===== config.mk =====
export PLATFORM = sky130hd
export DESIGN_NAME = change_dispenser
export DESIGN_NICKNAME = d
export VERILOG_FILES = /design/src/rtl/retro_vend_pkg.sv /design/src/rtl/change_gap_timer.sv /design/src/rtl/change_dispenser.sv
export SDC_FILE = /design/constraint.sdc
export NUM_CORES = 1
export LEC_CHECK = 0
export CELL_PAD_IN_SITES_DETAIL_PLACEMENT = 1
export CELL_PAD_IN_SITES_GLOBAL_PLACEMENT = 1
export CORE_AREA = 4 4 59 67
export DETAILED_ROUTE_END_ITERATION = 12
export DIE_AREA = 0 0 63 71
export GPL_TIMING_DRIVEN = 0
export PLACE_DENSITY = 0.9
export SYNTH_ARGS = -nofsm -noshare
export SYNTH_HDL_FRONTEND = slang
export SYNTH_SLANG_ARGS = --single-unit

===== constraint.sdc =====
create_clock -name clk -period 4.3 [get_ports clk]
set_input_delay 1.29 -clock clk [delete_from_list [all_inputs] [get_ports clk]]
set_output_delay 1.29 -clock clk [all_outputs]
set_load 0.03 [all_outputs]

===== src/rtl/retro_vend_pkg.sv =====
// ---------------------------------------------------------------------------
// retro_vend_pkg
//   Shared definitions for the vending change path.
//   - COIN_5 / COIN_10 / COIN_25 : coin values in cents
//   - cd_state_t                 : change_dispenser FSM state encoding
// ---------------------------------------------------------------------------
package retro_vend_pkg;

    localparam int COIN_5  = 5;
    localparam int COIN_10 = 10;
    localparam int COIN_25 = 25;

    typedef enum logic [1:0] {
        CD_IDLE,
        CD_PAY,
        CD_GAP,
        CD_DONE
    } cd_state_t;

endpackage : retro_vend_pkg


===== src/rtl/change_gap_timer.sv =====
// ---------------------------------------------------------------------------
// change_gap_timer
//   Loadable down-counter that times the idle gap between coin ejects.
//   Ports:
//     clk      in   system clock
//     reset    in   asynchronous active-high reset (count cleared)
//     load     in   load load_val this cycle (takes priority over counting)
//     load_val in   CNT_W  value to load
//     expired  out  count is zero
//   The count decrements every cycle it is non-zero and holds at zero.
// ---------------------------------------------------------------------------
module change_gap_timer #(
    parameter int CNT_W = 4
) (
    input  logic             clk,
    input  logic             reset,
    input  logic             load,
    input  logic [CNT_W-1:0] load_val,
    output logic             expired
);

    logic [CNT_W-1:0] count_q;
    logic [CNT_W-1:0] count_d;

    always_comb begin
        count_d = count_q;
        if (load) begin
            count_d = load_val;
        end else if (count_q != '0) begin
            count_d = count_q - 1'b1;
        end
    end

    always_ff @(posedge clk or posedge reset) begin
        if (reset) begin
            count_q <= '0;
        end else begin
            count_q <= count_d;
        end
    end

    assign expired = (count_q == '0);

endmodule : change_gap_timer


===== src/rtl/change_dispenser.sv =====
// ---------------------------------------------------------------------------
// change_dispenser
//   Pays a change amount (cents) out as 25/10/5-cent coins, largest first,
//   one eject pulse per coin, paced by hopper_ready and a minimum gap of
//   GAP_CYCLES idle clocks after each pulse.
//
//   Parameters:
//     GAP_CYCLES  idle clocks after each eject pulse (0 = back-to-back)
//     AMT_W       width of the change amount in cents (must be >= 5)
//
//   Ports:
//     clk           in   system clock
//     reset         in   asynchronous active-high reset
//     change_valid  in   change amount offered
//     change        in   AMT_W  change amount in cents
//     change_ready  out  idle; an offered amount is accepted this cycle
//     hopper_ready  in   hopper can take an eject command this cycle
//     eject_25/10/5 out  one-cycle eject pulse per coin
//     pay_done      out  one-cycle pulse: transaction finished
//     short_pay     out  with pay_done: a residue below 5c was left unpaid
//     tally_25/10/5 out  16-bit saturating coin counters (COIN_TALLY_EN only)
//     state_dbg     out  current FSM state
//
//   Handshake: an amount is taken on a rising edge where change_valid and
//   change_ready are both high. change_valid while busy is ignored, not
//   queued; upstream must hold the amount until change_ready.
//
//   Build option: define COIN_TALLY_EN to add the tally counters and ports.
// ---------------------------------------------------------------------------
module change_dispenser
    import retro_vend_pkg::*;
#(
    parameter int GAP_CYCLES = 16,
    parameter int AMT_W      = 8
) (
    input  logic             clk,
    input  logic             reset,
    input  logic             change_valid,
    input  logic [AMT_W-1:0] change,
    output logic             change_ready,
    input  logic             hopper_ready,
    output logic             eject_25,
    output logic             eject_10,
    output logic             eject_5,
    output logic             pay_done,
    output logic             short_pay,
`ifdef COIN_TALLY_EN
    output logic [15:0]      tally_25,
    output logic [15:0]      tally_10,
    output logic [15:0]      tally_5,
`endif
    output cd_state_t        state_dbg
);

    // GAP_CYCLES-1 is the largest value the timer ever holds.
    localparam int               CNT_W    = (GAP_CYCLES > 1) ? $clog2(GAP_CYCLES) : 1;
    localparam logic [CNT_W-1:0] GAP_LOAD = (GAP_CYCLES > 0) ? CNT_W'(GAP_CYCLES - 1) : '0;

    localparam logic [AMT_W-1:0] C5  = AMT_W'(COIN_5);
    localparam logic [AMT_W-1:0] C10 = AMT_W'(COIN_10);
    localparam logic [AMT_W-1:0] C25 = AMT_W'(COIN_25);

    cd_state_t        state_q, state_d;
    logic [AMT_W-1:0] rem_q, rem_d;
    logic             change_ready_q, change_ready_d;
    logic             eject_25_q, eject_25_d;
    logic             eject_10_q, eject_10_d;
    logic             eject_5_q, eject_5_d;
    logic             pay_done_q, pay_done_d;
    logic             short_pay_q, short_pay_d;
    logic             gap_load;
    logic             gap_expired;

    change_gap_timer #(
        .CNT_W (CNT_W)
    ) u_gap_timer (
        .clk      (clk),
        .reset    (reset),
        .load     (gap_load),
        .load_val (GAP_LOAD),
        .expired  (gap_expired)
    );

    always_comb begin
        state_d     = state_q;
        rem_d       = rem_q;
        eject_25_d  = 1'b0;
        eject_10_d  = 1'b0;
        eject_5_d   = 1'b0;
        pay_done_d  = 1'b0;
        short_pay_d = 1'b0;
        gap_load    = 1'b0;

        case (state_q)
            CD_IDLE: begin
                if (change_valid) begin
                    rem_d   = change;
                    state_d = CD_PAY;
                end
            end

            CD_PAY: begin
                // Residue check comes first so a finished payout never
                // waits on the hopper.
                if (rem_q < C5) begin
                    state_d     = CD_DONE;
                    pay_done_d  = 1'b1;
                    short_pay_d = (rem_q != '0);
                end else if (hopper_ready) begin
                    if (rem_q >= C25) begin
                        eject_25_d = 1'b1;
                        rem_d      = rem_q - C25;
                    end else if (rem_q >= C10) begin
                        eject_10_d = 1'b1;
                        rem_d      = rem_q - C10;
                    end else begin
                        eject_5_d  = 1'b1;
                        rem_d      = rem_q - C5;
                    end
                    // Timer loads on the same edge the pulse is registered,
                    // so the GAP state spans exactly GAP_CYCLES clocks.
                    gap_load = 1'b1;
                    if (GAP_CYCLES == 0) begin
                        state_d = CD_PAY;
                    end else begin
                        state_d = CD_GAP;
                    end
                end
            end

            CD_GAP: begin
                if (gap_expired) begin
                    state_d = CD_PAY;
                end
            end

            CD_DONE: begin
                state_d = CD_IDLE;
            end

            default: begin
                state_d = CD_IDLE;
            end
        endcase

        change_ready_d = (state_d == CD_IDLE);
    end

    always_ff @(posedge clk or posedge reset) begin
        if (reset) begin
            state_q        <= CD_IDLE;
            rem_q          <= '0;
            change_ready_q <= 1'b1;
            eject_25_q     <= 1'b0;
            eject_10_q     <= 1'b0;
            eject_5_q      <= 1'b0;
            pay_done_q     <= 1'b0;
            short_pay_q    <= 1'b0;
        end else begin
            state_q        <= state_d;
            rem_q          <= rem_d;
            change_ready_q <= change_ready_d;
            eject_25_q     <= eject_25_d;
            eject_10_q     <= eject_10_d;
            eject_5_q      <= eject_5_d;
            pay_done_q     <= pay_done_d;
            short_pay_q    <= short_pay_d;
        end
    end

`ifdef COIN_TALLY_EN
    logic [15:0] tally_25_q, tally_25_d;
    logic [15:0] tally_10_q, tally_10_d;
    logic [15:0] tally_5_q,  tally_5_d;

    // Count on the registered pulse so the tally matches what the hopper saw.
    always_comb begin
        tally_25_d = tally_25_q;
        tally_10_d = tally_10_q;
        tally_5_d  = tally_5_q;
        if (eject_25_q && (tally_25_q != 16'hFFFF)) tally_25_d = tally_25_q + 16'd1;
        if (eject_10_q && (tally_10_q != 16'hFFFF)) tally_10_d = tally_10_q + 16'd1;
        if (eject_5_q  && (tally_5_q  != 16'hFFFF)) tally_5_d  = tally_5_q  + 16'd1;
    end

    always_ff @(posedge clk or posedge reset) begin
        if (reset) begin
            tally_25_q <= '0;
            tally_10_q <= '0;
            tally_5_q  <= '0;
        end else begin
            tally_25_q <= tally_25_d;
            tally_10_q <= tally_10_d;
            tally_5_q  <= tally_5_d;
        end
    end

    assign tally_25 = tally_25_q;
    assign tally_10 = tally_10_q;
    assign tally_5  = tally_5_q;
`endif

    assign change_ready = change_ready_q;
    assign eject_25     = eject_25_q;
    assign eject_10     = eject_10_q;
    assign eject_5      = eject_5_q;
    assign pay_done     = pay_done_q;
    assign short_pay    = short_pay_q;
    assign state_dbg    = state_q;

endmodule : change_dispenser


* Yosys cells after proc, flatten, opt, wreduce, memory -nomap -nowiden
Index checks and enable logic that the tools add are counted.
W data, S select, Z words.
** Word-level totals
- Output and inout port bits :: 8
- Flip-flop bits (word level) :: 20
** Operators by class
- Add/subtract/negate cells :: 4
- Reduce and logical (&&, ||, !) cells :: 8
- Muxes and demuxes :: 34
- Equal/unequal tests :: 6
- $lt $le $gt $ge :: 3
** Operators with widths (number)
- $mux W8 :: 5
- $mux W1 :: 21
- $pmux W8 S2 :: 1
- $ge A8 B4 Y1 const B :: 1
- $ge A8 B5 Y1 const B :: 1
- $lt A8 B3 Y1 const B :: 1
- $mux W2 :: 4
- $mux W4 :: 2
- $pmux W2 S4 :: 1
- $reduce_bool A8 Y1 :: 1
- $sub A8 B3 Y8 const B :: 1
- $sub A8 B4 Y8 const B :: 1
- $sub A8 B5 Y8 const B :: 1
- $ne A2 B2 Y1 const B :: 3
- $eq A2 B2 Y1 const B :: 2
- $logic_not A2 Y1 :: 2
- $logic_not A4 Y1 :: 1
- $reduce_and A4 Y1 :: 1
- $reduce_bool A2 Y1 :: 2
- $reduce_bool A4 Y1 :: 1
- $sub A4 B1 Y4 const B :: 1
- $eq A2 B1 Y1 const B :: 1

* Logic depth before layout (Yosys ltp)
- Depth after elaboration :: 6
- Depth in mapped cells :: 8

* Hierarchy
From an unflattened synthesis, not the netlist that was laid out.
** Second synthesis, totals
- Cell total of the unflattened synthesis :: 164
- Area, all modules :: 1507.7 um^2
** By module, submodules not included
- change_dispenser :: cells each 141, area each 1271.2 um^2, sequential area each 401.6 um^2, instances 1
- change_gap_timer :: cells each 23, area each 236.5 um^2, sequential area each 100.1 um^2, instances 1

* Worst setup path after synthesis
OpenSTA, ideal clock, no wires.
- Path type :: input to register
- Start point :: input port hopper_ready
- End point :: register rem_q[6]
- Data required time :: 4231 ps
- Arrival :: 2253 ps
- Path slack :: 1978 ps
- Library setup time :: 69 ps
- Stages :: 4
- Cell sequence :: o311a_2 > nor2_2 > or4b_2 > nand3_1
** On the way
- Word-level cells in the longest chain between the ends :: 2
** RTL lines
- start: declaration :: line change_dispenser.sv:41 : input logic hopper_ready,
- $ne A2 B2 Y1 (no line)
- $reduce_and A4 Y1 (no line)
- end signal: assignment :: line change_dispenser.sv:161 : rem_q <= rem_d;
- end: declaration :: line change_dispenser.sv:64 : logic [AMT_W-1:0] rem_q, rem_d;
Every way passes these cells.
A chain may end at the register's enable or synchronous reset.

* Worst setup path after layout
- Start point :: register state_q[1], in the netlist state_dbg[1]
- End point :: output port state_dbg[1]
** RTL lines
- start: declaration :: line change_dispenser.sv:63 : cd_state_t state_q, state_d;
- start signal: assignment :: line change_dispenser.sv:160 : state_q <= state_d;
- end: declaration :: line change_dispenser.sv:52 : output cd_state_t state_dbg
No word-level cell between the ends.

==> flow_summary.json <==
{
  "status": "finished, final reports clean",
  "r2r_setup_slack_ns": 1.53,
  "synth_top_area_share": 0.332,
  "fp.coreArea_um2": 3280,
  "yosysWarningCount": 0,
  "maxSlewViolCount": 0,
  "yosys.area_share.simple": 0.254,
  "fin_setup_tns_ns": 0,
  "synth_top_family_by_area": "simple AND/OR/NAND/NOR gates",
  "antenna_cells": 0,
  "min_to": "u_gap_timer.count_q[3]$_DFFE_PP0P_",
  "placementRows": 22,
  "rsz0062_at_grt": "false",
  "cap_violations": 0,
  "r2r_start": "rem_q[1]$_DFFE_PP0P_",
  "hold_viol": 0,
  "synth_fa_ha_area_frac": 0.0699,
  "largest_reg_flops": 8,
  "area.growth.synth_to_final_pct": 18.3,
  "ys_seq_area_frac": 0.350,
  "nNetsFinal": 196,
  "worstPathRequired_ns": 3.01,
  "most-common-layout-cells": "dfrtp_1 (19), clkdlybuf4s50_1 (19), nand2_1 (10)",
  "die_area_um2": 4470,
  "grt_pass1_wl_mm": 6.81,
  "synthDistinctLibCells": 52,
  "combPwrFrac": 0.631,
  "period_needed_ns": 2.81,
  "synth_area_um2": 1430,
  "cp.arrival_ns": 1.52,
  "avgSynthCellArea_um2": 9.43,
  "clockRootBuffer": "clkbuf_4",
  "cp_slowest_stage_delay_ns": 0.72,
  "drt-initial-drc-count": 43,
  "crit_chain": "clkdlybuf4s50_1",
  "synth_edf_count": 0,
  "h-tree-depth": 1,
  "path_class": "reg -> out",
  "fmax_mhz": 356,
  "fp.dieH_um": 71,
  "drc": 0,
  "finalSetupViolCount": 0,
  "firstDrtPassIters": 4,
  "ant_nets": 0,
  "post_cts_resized": 0,
  "switchingPower_uw": 596,
  "min_path_cells": 1,
  "viasPerCell": 6.13,
  "worst_slew_pin_slew_ns": 0.976,
  "clock-sinks": 20,
  "grtUsageMet2": 0.333,
  "post_cts_buffers": 0,
  "path_max_fanout": 8,
  "critPathCaptureType": "output port",
  "wirelength_mm": 3.82,
  "wire_per_inst_um": 18.1,
  "portBuffers": 19,
  "die-width_um": 63,
  "crit_family": "buffers and inverters",
  "min_from": "u_gap_timer.count_q[3]$_DFFE_PP0P_",
  "ys_top_cells_by_area": "dfrtp_1 (33%), ha_1 (7.0%), buf_6 (4.7%)",
  "synthCells": 152,
  "cts_tree": "yes",
  "skew_ns": 0.0119,
  "clock_path_buffers": 2,
  "timing.final.ws_setup_ns": 1.49,
  "p_seq_frac": 0.288,
  "busiest_layer": "met2",
  "place.gp.congestion": 0.844,
  "hold_buffers": 0,
  "fin_crit_sh": 0.654,
  "internal_power_uw": 634,
  "clockPowerShare": 0.081,
  "grt_use_met3": 0.0254,
  "regMostFlops": "rem_q",
  "critPathLaunchType": "flip-flop",
  "cp.buffers_inverters": 1,
  "grt_start_max_net_pins": 21,
  "grt_util_all_layers": 0.190,
  "min_path_type": "reg -> reg",
  "ys_ff_latch": 20,
  "r2r_end": "rem_q[5]$_DFFE_PP0P_",
  "r2r_cells": 7,
  "slowest_stage": "clkdlybuf4s50_1",
  "place_hpwl_mm": 2.95,
  "grt_pass1_vias": 1374,
  "dr_total_vias": 1294,
  "ios": 20,
  "slew_headroom": 0.343,
  "antenna_found_initial": 0,
  "synth.largest_area_cell": "dfrtp_1",
  "clk_pin_slew_ns": 0.13,
  "powerDensity_nw_per_um2": 726,
  "static-leakage-power_nw": 0.717,
  "place_ws_ns": 1.26,
  "muxShareOfSynthArea": 0.00699,
  "drive_above_1_share": 0.149,
  "p_sw_frac": 0.485,
  "synth_ff_type": "dfrtp_1",
  "clkLatencyLatePin_ns": 0.31,
  "overflow": 0,
  "numCtsBuffers": 3,
  "met1_usage": 0.225,
  "synth_nets": 172,
  "synth_compound_area_frac": 0.236,
  "synthArstFlopShare": 1.00,
  "start_util": 0.437,
  "vdd.ir_drop.worst_mv": 0.255,
  "yosys.area_share.xor_xnor": 0.0122,
  "fill_cells": 392
}
==> worst max-delay path by stage <==
stage	from	to	depth (start not counted)
after floorplan	hopper_ready	rem_q[6]$_DFFE_PP0P_	4
after global placement	change_valid	rem_q[6]$_DFFE_PP0P_	5
after detailed placement	change_valid	rem_q[6]$_DFFE_PP0P_	5
after CTS	state_dbg[1]$_DFF_PP0_	state_dbg[1]	1
after global routing	rem_q[1]$_DFFE_PP0P_	rem_q[5]$_DFFE_PP0P_	7
final	state_dbg[1]$_DFF_PP0_	state_dbg[1]	1
==> metrics by stage <==
step | hold slack (ns) | cell area, um2 | power [mW] | cells | utilization
2_1_floorplan | 0.494 | 1430 | 0.913 | 152 | -
3_3_place_gp | 0.515 | 1670 | 1.07 | 207 | 0.509
3_5_place_dp | 0.553 | 1670 | 1.13 | 207 | 0.509
4_1_cts | 0.584 | 1690 | 1.24 | 211 | 0.517
5_1_grt | 0.593 | 1690 | 1.34 | 211 | 0.517
6_report | 0.576 | 1690 | 1.23 | 211 | 0.517
==> synth_stat cells, drive strengths merged, types with 3 or more instances <==
| library cell | number |
|---|---|
| nand2 | 11 |
| o211ai | 3 |
| nand2b | 3 |
| inv | 9 |
| nor2 | 6 |
| a31oi | 3 |
| ha | 8 |
| buf | 6 |
| o22ai | 6 |
| and2 | 5 |
| or3 | 3 |
| and3 | 4 |
| nor4 | 3 |
| nor3 | 5 |
| nand3 | 6 |
| o21ai | 8 |
| dfrtp | 19 |
| a21oi | 9 |
==> power by group through the flow <==
stage | Clock [mW] | Combinational, mW | Sequential (mW)
2_1_floorplan | 0 | 0.544 | 0.369
3_3_place_gp | 0 | 0.723 | 0.349
3_5_place_dp | 0 | 0.774 | 0.358
4_1_cts | 0.103 | 0.780 | 0.354
5_1_grt | 0.112 | 0.857 | 0.368
6_report | 0.0998 | 0.776 | 0.354
==> worst register-to-register path, delay by kind of cell (launching register included) <==
kind                       cells  cell delay [ns]
adders and majority gates      1             0.27
DFF                            1             0.48
AOI/OAI and AO/OA              4             1.34
and+or+nand+nor                1             0.36
buffers and inverters          1             0.23
==> layer usage <==
layer	vias to the layer above	wire length, um
li1	613	-
met1	641	1640
met2	30	1980
met3	10	82
met4	0	114
met5	-	0
==> kinds of logic after synthesis <==
| family | count (synthesis) |
|---|---|
| AND/OR/NAND/NOR | 60 |
| AO/OA/AOI/OAI | 46 |
| flip-flops | 20 |
| buffers and inverters | 15 |
| adder cells (fa/ha/maj) | 8 |
| XOR/XNOR | 2 |
| multiplexers | 1 |
==> final cells by class <==
cell class / instances / area, um2 / area share
Sequential cell: 20 / 502 / 0.296
Clock buffer: 4 / 26.3 / 0.0155
Timing Repair Buffer: 19 / 190 / 0.112
Multi-Input combinational cell: 117 / 830 / 0.490
Inverter: 9 / 33.8 / 0.0199
Tap cell: 36 / 45.0 / 0.0266
Buffer: 6 / 67.6 / 0.0399
Note: power is estimated with default switching activity, not from simulation.
